==> config.mk <==
export PLATFORM = sky130hd
export DESIGN_NAME = seg7_scan_ctrl
export DESIGN_NICKNAME = d
export VERILOG_FILES = /design/src/rtl/seg7_pkg.sv /design/src/rtl/seg7_slot_timer.sv /design/src/rtl/seg7_scan_ctrl.sv
export SDC_FILE = /design/constraint.sdc
export NUM_CORES = 1
export LEC_CHECK = 0
export CAP_MARGIN = 40
export CORE_UTILIZATION = 56
export DETAILED_ROUTE_END_ITERATION = 8
export GPL_TIMING_DRIVEN = 0
export PLACE_DENSITY = 0.86
export SYNTH_ARGS = -nofsm -noshare
export SYNTH_HDL_FRONTEND = slang
export SYNTH_SLANG_ARGS = --single-unit
export TNS_END_PERCENT = 50
==> constraint.sdc <==
create_clock -name clk -period 3.2 [get_ports clk]
set_input_delay 0.48 -clock clk [delete_from_list [all_inputs] [get_ports clk]]
set_output_delay 0.48 -clock clk [all_outputs]
set_load 0.05 [all_outputs]
==> src/rtl/seg7_pkg.sv <==
// Shared types and constants for the multiplexed 7-segment scan controller.
package seg7_pkg;

  typedef logic [3:0] bcd_t;

  typedef enum logic [1:0] {
    IDLE,
    GUARD,
    SHOW
  } scan_state_t;

  localparam bcd_t BCD_MAX = 4'd9;

  function automatic logic bcd_invalid(bcd_t v);
    return v > BCD_MAX;
  endfunction

endpackage

==> src/rtl/seg7_slot_timer.sv <==
// Slot timer: counts cycles within the current scan state and flags the last
// guard cycle and the last show cycle of a digit slot.
module seg7_slot_timer #(
  parameter int unsigned SLOT_CYCLES  = 50000,
  parameter int unsigned GUARD_CYCLES = 500
) (
  input  logic clk,
  input  logic rst_n,
  input  logic clear,
  input  logic run,
  output logic guard_done,
  output logic slot_done
);

  localparam int unsigned CntW = $clog2(SLOT_CYCLES);
  localparam logic [CntW-1:0] GuardLast = CntW'(GUARD_CYCLES - 1);
  localparam logic [CntW-1:0] ShowLast  = CntW'(SLOT_CYCLES - GUARD_CYCLES - 1);

  logic [CntW-1:0] slot_cnt;

  // Restarts from zero on every state change; held at zero while idle.
  always_ff @(posedge clk or negedge rst_n) begin
    if (!rst_n) begin
      slot_cnt <= '0;
    end else if (clear || !run) begin
      slot_cnt <= '0;
    end else begin
      slot_cnt <= slot_cnt + CntW'(1);
    end
  end

  assign guard_done = (slot_cnt == GuardLast);
  assign slot_done  = (slot_cnt == ShowLast);

endmodule

==> src/rtl/seg7_scan_ctrl.sv <==
// Time-multiplexed scan controller feeding one shared BCD-to-7-segment decoder,
// with frame-aligned value commit, leading-zero suppression and anti-ghost guard.
module seg7_scan_ctrl
  import seg7_pkg::*;
#(
  parameter int unsigned NUM_DIGITS   = 4,
  parameter int unsigned SLOT_CYCLES  = 50000,
  parameter int unsigned GUARD_CYCLES = 500
) (
  input  logic                    clk,
  input  logic                    rst_n,
  input  logic                    en,
  input  logic                    load,
  input  logic [4*NUM_DIGITS-1:0] digits_in,
  input  logic                    lz_en,
  output logic [3:0]              bcd_out,
  output logic [NUM_DIGITS-1:0]   digit_sel,
  output logic                    blank,
  output logic                    frame_start,
  output logic                    bcd_err
);

  localparam int unsigned IdxW = $clog2(NUM_DIGITS);
  localparam logic [IdxW-1:0] IdxLast = IdxW'(NUM_DIGITS - 1);

  scan_state_t             state_q, state_d;
  logic [IdxW-1:0]         idx_q, idx_d;
  logic [4*NUM_DIGITS-1:0] disp_reg, disp_d;
  logic [4*NUM_DIGITS-1:0] pend_reg, pend_d;
  logic                    pend_v, pend_v_d;
  logic                    commit;
  logic                    guard_done, slot_done;
  logic                    state_change, timer_run;
  logic [NUM_DIGITS-1:0]   sup;
  logic                    zero_above;
  bcd_t                    cur_nib, next_nib;

  assign state_change = (state_d != state_q);
  assign timer_run    = (state_q != IDLE);

  seg7_slot_timer #(
    .SLOT_CYCLES (SLOT_CYCLES),
    .GUARD_CYCLES(GUARD_CYCLES)
  ) u_slot_timer (
    .clk       (clk),
    .rst_n     (rst_n),
    .clear     (state_change),
    .run       (timer_run),
    .guard_done(guard_done),
    .slot_done (slot_done)
  );

  // Next state; commit marks every entry into the digit-0 guard.
  always_comb begin
    state_d = state_q;
    idx_d   = idx_q;
    commit  = 1'b0;
    if (!en) begin
      state_d = IDLE;
      idx_d   = '0;
    end else begin
      case (state_q)
        IDLE: begin
          state_d = GUARD;
          idx_d   = '0;
          commit  = 1'b1;
        end
        GUARD: begin
          if (guard_done) state_d = SHOW;
        end
        SHOW: begin
          if (slot_done) begin
            state_d = GUARD;
            if (idx_q == IdxLast) begin
              idx_d  = '0;
              commit = 1'b1;
            end else begin
              idx_d = idx_q + IdxW'(1);
            end
          end
        end
        default: begin
          state_d = IDLE;
          idx_d   = '0;
        end
      endcase
    end
  end

  // New values wait in pend_reg so a frame is never torn mid-scan.
  always_comb begin
    disp_d   = disp_reg;
    pend_d   = pend_reg;
    pend_v_d = pend_v;
    if (load) begin
      pend_d   = digits_in;
      pend_v_d = 1'b1;
    end
    if (commit) begin
      if (load) begin
        disp_d = digits_in;
      end else if (pend_v) begin
        disp_d = pend_reg;
      end
      pend_v_d = 1'b0;
    end
  end

  // Scan from the MSD down, tracking whether everything at or above k is zero.
  always_comb begin
    sup        = '0;
    zero_above = 1'b1;
    for (int k = NUM_DIGITS - 1; k >= 0; k--) begin
      zero_above = zero_above && (disp_reg[4*k +: 4] == 4'd0);
      sup[k]     = bcd_invalid(disp_reg[4*k +: 4]) || (lz_en && zero_above && (k != 0));
    end
  end

  assign cur_nib  = disp_reg[{idx_q, 2'b00} +: 4];
  assign next_nib = disp_d[{idx_d, 2'b00} +: 4];

  always_ff @(posedge clk or negedge rst_n) begin
    if (!rst_n) begin
      state_q     <= IDLE;
      idx_q       <= '0;
      disp_reg    <= '0;
      pend_reg    <= '0;
      pend_v      <= 1'b0;
      bcd_out     <= '0;
      digit_sel   <= '0;
      blank       <= 1'b1;
      frame_start <= 1'b0;
      bcd_err     <= 1'b0;
    end else begin
      state_q     <= state_d;
      idx_q       <= idx_d;
      disp_reg    <= disp_d;
      pend_reg    <= pend_d;
      pend_v      <= pend_v_d;
      frame_start <= commit;
      bcd_err     <= (state_q == GUARD) && (state_d == SHOW) && bcd_invalid(cur_nib);
      case (state_d)
        SHOW: begin
          bcd_out   <= next_nib;
          digit_sel <= {{(NUM_DIGITS - 1){1'b0}}, 1'b1} << idx_d;
          blank     <= sup[idx_d];
        end
        GUARD: begin
          bcd_out   <= next_nib;
          digit_sel <= '0;
          blank     <= 1'b1;
        end
        default: begin
          bcd_out   <= '0;
          digit_sel <= '0;
          blank     <= 1'b1;
        end
      endcase
    end
  end

endmodule

==> flow_summary.yaml <==
die:
  start_util_pct: 58.71
  dieArea_mm2: 0.005721
  rows: 26
  io_pins: 32
  die_y_um: 75.64
  coreArea_mm2: 0.005172
  fp.dieW_um: 75.64
setup_path:
  cp_max_fo: 10
  crit_type: "reg -> reg"
  required_ns: 3.43
  path_delay_family: "simple AND/OR/NAND/NOR gates"
  startpoint_type: "register"
  max_stage_delay_ns: 0.54
  arrival_ns: 2.89
  cp_slowest_cell: "o31ai_4"
  regToRegSetupSlack_ns: 0.53
  path_cells: "nor4_4 > nand4_4 > o31ai_4 > buf_6 > mux2_2 > mux2i_1 > o22ai_1"
  crit_path_end_kind: "register"
  cp_num_buf_inv: 1
final_layout:
  final_common_cell: "dfrtp_1"
  finalNonFillerCells: 369
  drive_gt1_share_pct: 21.07
  final_nets: 322
  area_growth_pct: 19.61
  final_area_mm2: 0.003632
  fin_util_pct: 70.22
  antenna_cells: 0
  fill_cells: 342
  layout_common_cells: "63 x dfrtp_1, 29 x mux2_2, 28 x clkdlybuf4s50_1, 26 x nor2_1, 14 x nand2_1"
synth:
  yosysUniqueCellTypes: 47
  netlist_area_mm2: 0.003037
  ys_ff_latch: 64
  avgSynthCellArea_um2: 12.00
  ys_seq_area_share_pct: 52.78
  synthesis.nets: 281
  ys_dominant_reg_cell: "dfrtp_1"
  syn_inst: 253
  synthArstFlopShare_pct: 100.0
  synth_edf_count: 0
  yosys_warnings: 0
clocking:
  post_cts_buffers: 0
  ctsRootBufferMaster: "clkbuf_8"
  cts_hold_buf: 0
  clkTransAtPathRegs_ns: 0.08
  ctsHtreeMaxLevel: 3
  clkSinkCount: 64
  clock_path_buffers: 2
  cts_tree: "done"
  ctsResizeCount: 0
  numCtsBuffers: 9
  clk_latency_ns: 0.35
global_route:
  gr-total-overflow: 0
  grt_pass1_wl_um: 9777
  antenna_found_initial: 0
  grt_max_degree: 35
  track_usage_pct: 24.02
  grt_pass1_vias: 2013
flow_run:
  maxCapViolations: 0
sta:
  rsz0062_at_grt: "false"
  skew_ns: 0.007507
  maxSlewHeadroom_pct: 48.70
  finalHoldViolCount: 0
  finalCriticalPeriod_ns: 2.669
  fmax_mhz: 374.7
  setup_viol_count_final: 0
  whs_ns: 0.2000
  period_share_pct: 83.39
  tightest_slew_ns: 0.7695
  setup_tns_ns: 0
  final_max_slew_viol_count: 0
route:
  drc: 0
  wl_um: 6000
  detail-route-antenna-nets: 0
  drtIter0Drc: 98
  post_drt_wl_per_cell_um: 16.26
  route.vias.total: 2098
  dr.pass1.iters: 7
  drt-vias-per-instance: 5.686
place:
  place_area_mm2: 0.003430
  gp_congestion: 0.8353
  port-buffer-count: 29
  place_hpwl_um: 4315
  place_inst: 353
pwr:
  irDropWorstVdd_mv: 0.4065
  p_leak_uw: 0.001528
  powerDensity_mw_per_mm2: 532.1
worst_hold_path:
  hp-class: "in -> async"
run_status:
  status: "complete, no violations"
-- worst reg2reg max path, delay by kind of cell, from the launching register on --
kind	cells	cell delay [ns]
compound gates	2	0.65
buf+inv	1	0.22
mux	2	0.53
flops	1	0.45
simple gates	2	0.70
-- final timing paths --
kind                                           start                       end  cells after the start
max in group asynchronous                      rst_n  u_slot_timer.slot_cnt[8]                      2
max reg2reg                u_slot_timer.slot_cnt[10]                bcd_out[1]                      7
min                                            rst_n              digit_sel[2]                      1
max                        u_slot_timer.slot_cnt[10]                bcd_out[1]                      7
min in group clk            u_slot_timer.slot_cnt[0]  u_slot_timer.slot_cnt[0]                      1
min reg2reg                 u_slot_timer.slot_cnt[0]  u_slot_timer.slot_cnt[0]                      1
-- stage by stage --
step           power [µW]  setup slack, ns
6_report             1933           0.5315
5_1_grt              2007           0.4188
4_1_cts              1942           0.5441
3_5_place_dp         1241           0.5484
3_3_place_gp         1219          -0.3032
2_1_floorplan        1126           0.9143
-- synthesized netlist by cell type, drive strengths merged, types with 4 or more instances --
cell type | number | area [µm²]
and3 | 5 | 36.28
ha | 7 | 87.58
buf | 4 | 37.53
o22ai | 4 | 25.02
nand2 | 14 | 52.55
clkbuf | 4 | 15.01
mux2 | 31 | 356.6
o21ai | 10 | 50.04
dfrtp | 63 | 1577
nand4 | 8 | 65.06
nor2 | 26 | 97.59
xor2 | 11 | 96.34
inv | 8 | 30.03
mux2i | 11 | 110.1
nand3 | 7 | 35.03
-- logic make-up after synthesis --
logic type / count (synthesis) / synth area share [%]
and+or+nand+nor: 83 / 15.66
DFF: 64 / 52.78
muxes: 43 / 16.11
AOI/OAI and AO/OA: 26 / 5.809
buffers and inverters: 16 / 2.719
xor gates and xnor gates: 14 / 4.038
adders and majority gates: 7 / 2.884
-- per-layer routing --
layer	vias up	global-route usage [%]	share of wire, %
met5	-	0	0
met4	0	12.55	2.5
met3	16	4.762	4.9
met2	64	36.71	48
met1	1026	32.69	45
li1	992	-	-
-- cell type report --
class,count,area [µm²],area share (%)
Buffer,8,52.55,1.447
Sequential cell,64,1603,44.13
Clock inverter,7,78.83,2.170
Clock buffer,9,123.9,3.410
Inverter,8,30.03,0.8267
Multi-Input combinational cell,173,1351,37.20
Tap cell,70,87.58,2.411
Timing Repair Buffer,30,305.3,8.405
-- power breakdown --
group | internal (µW) | switching [µW]
clock network | 365 | 340
logic | 142 | 153
registers | 888 | 44.2
total | 1400 | 537
Note: power is estimated with default switching activity, not from simulation.
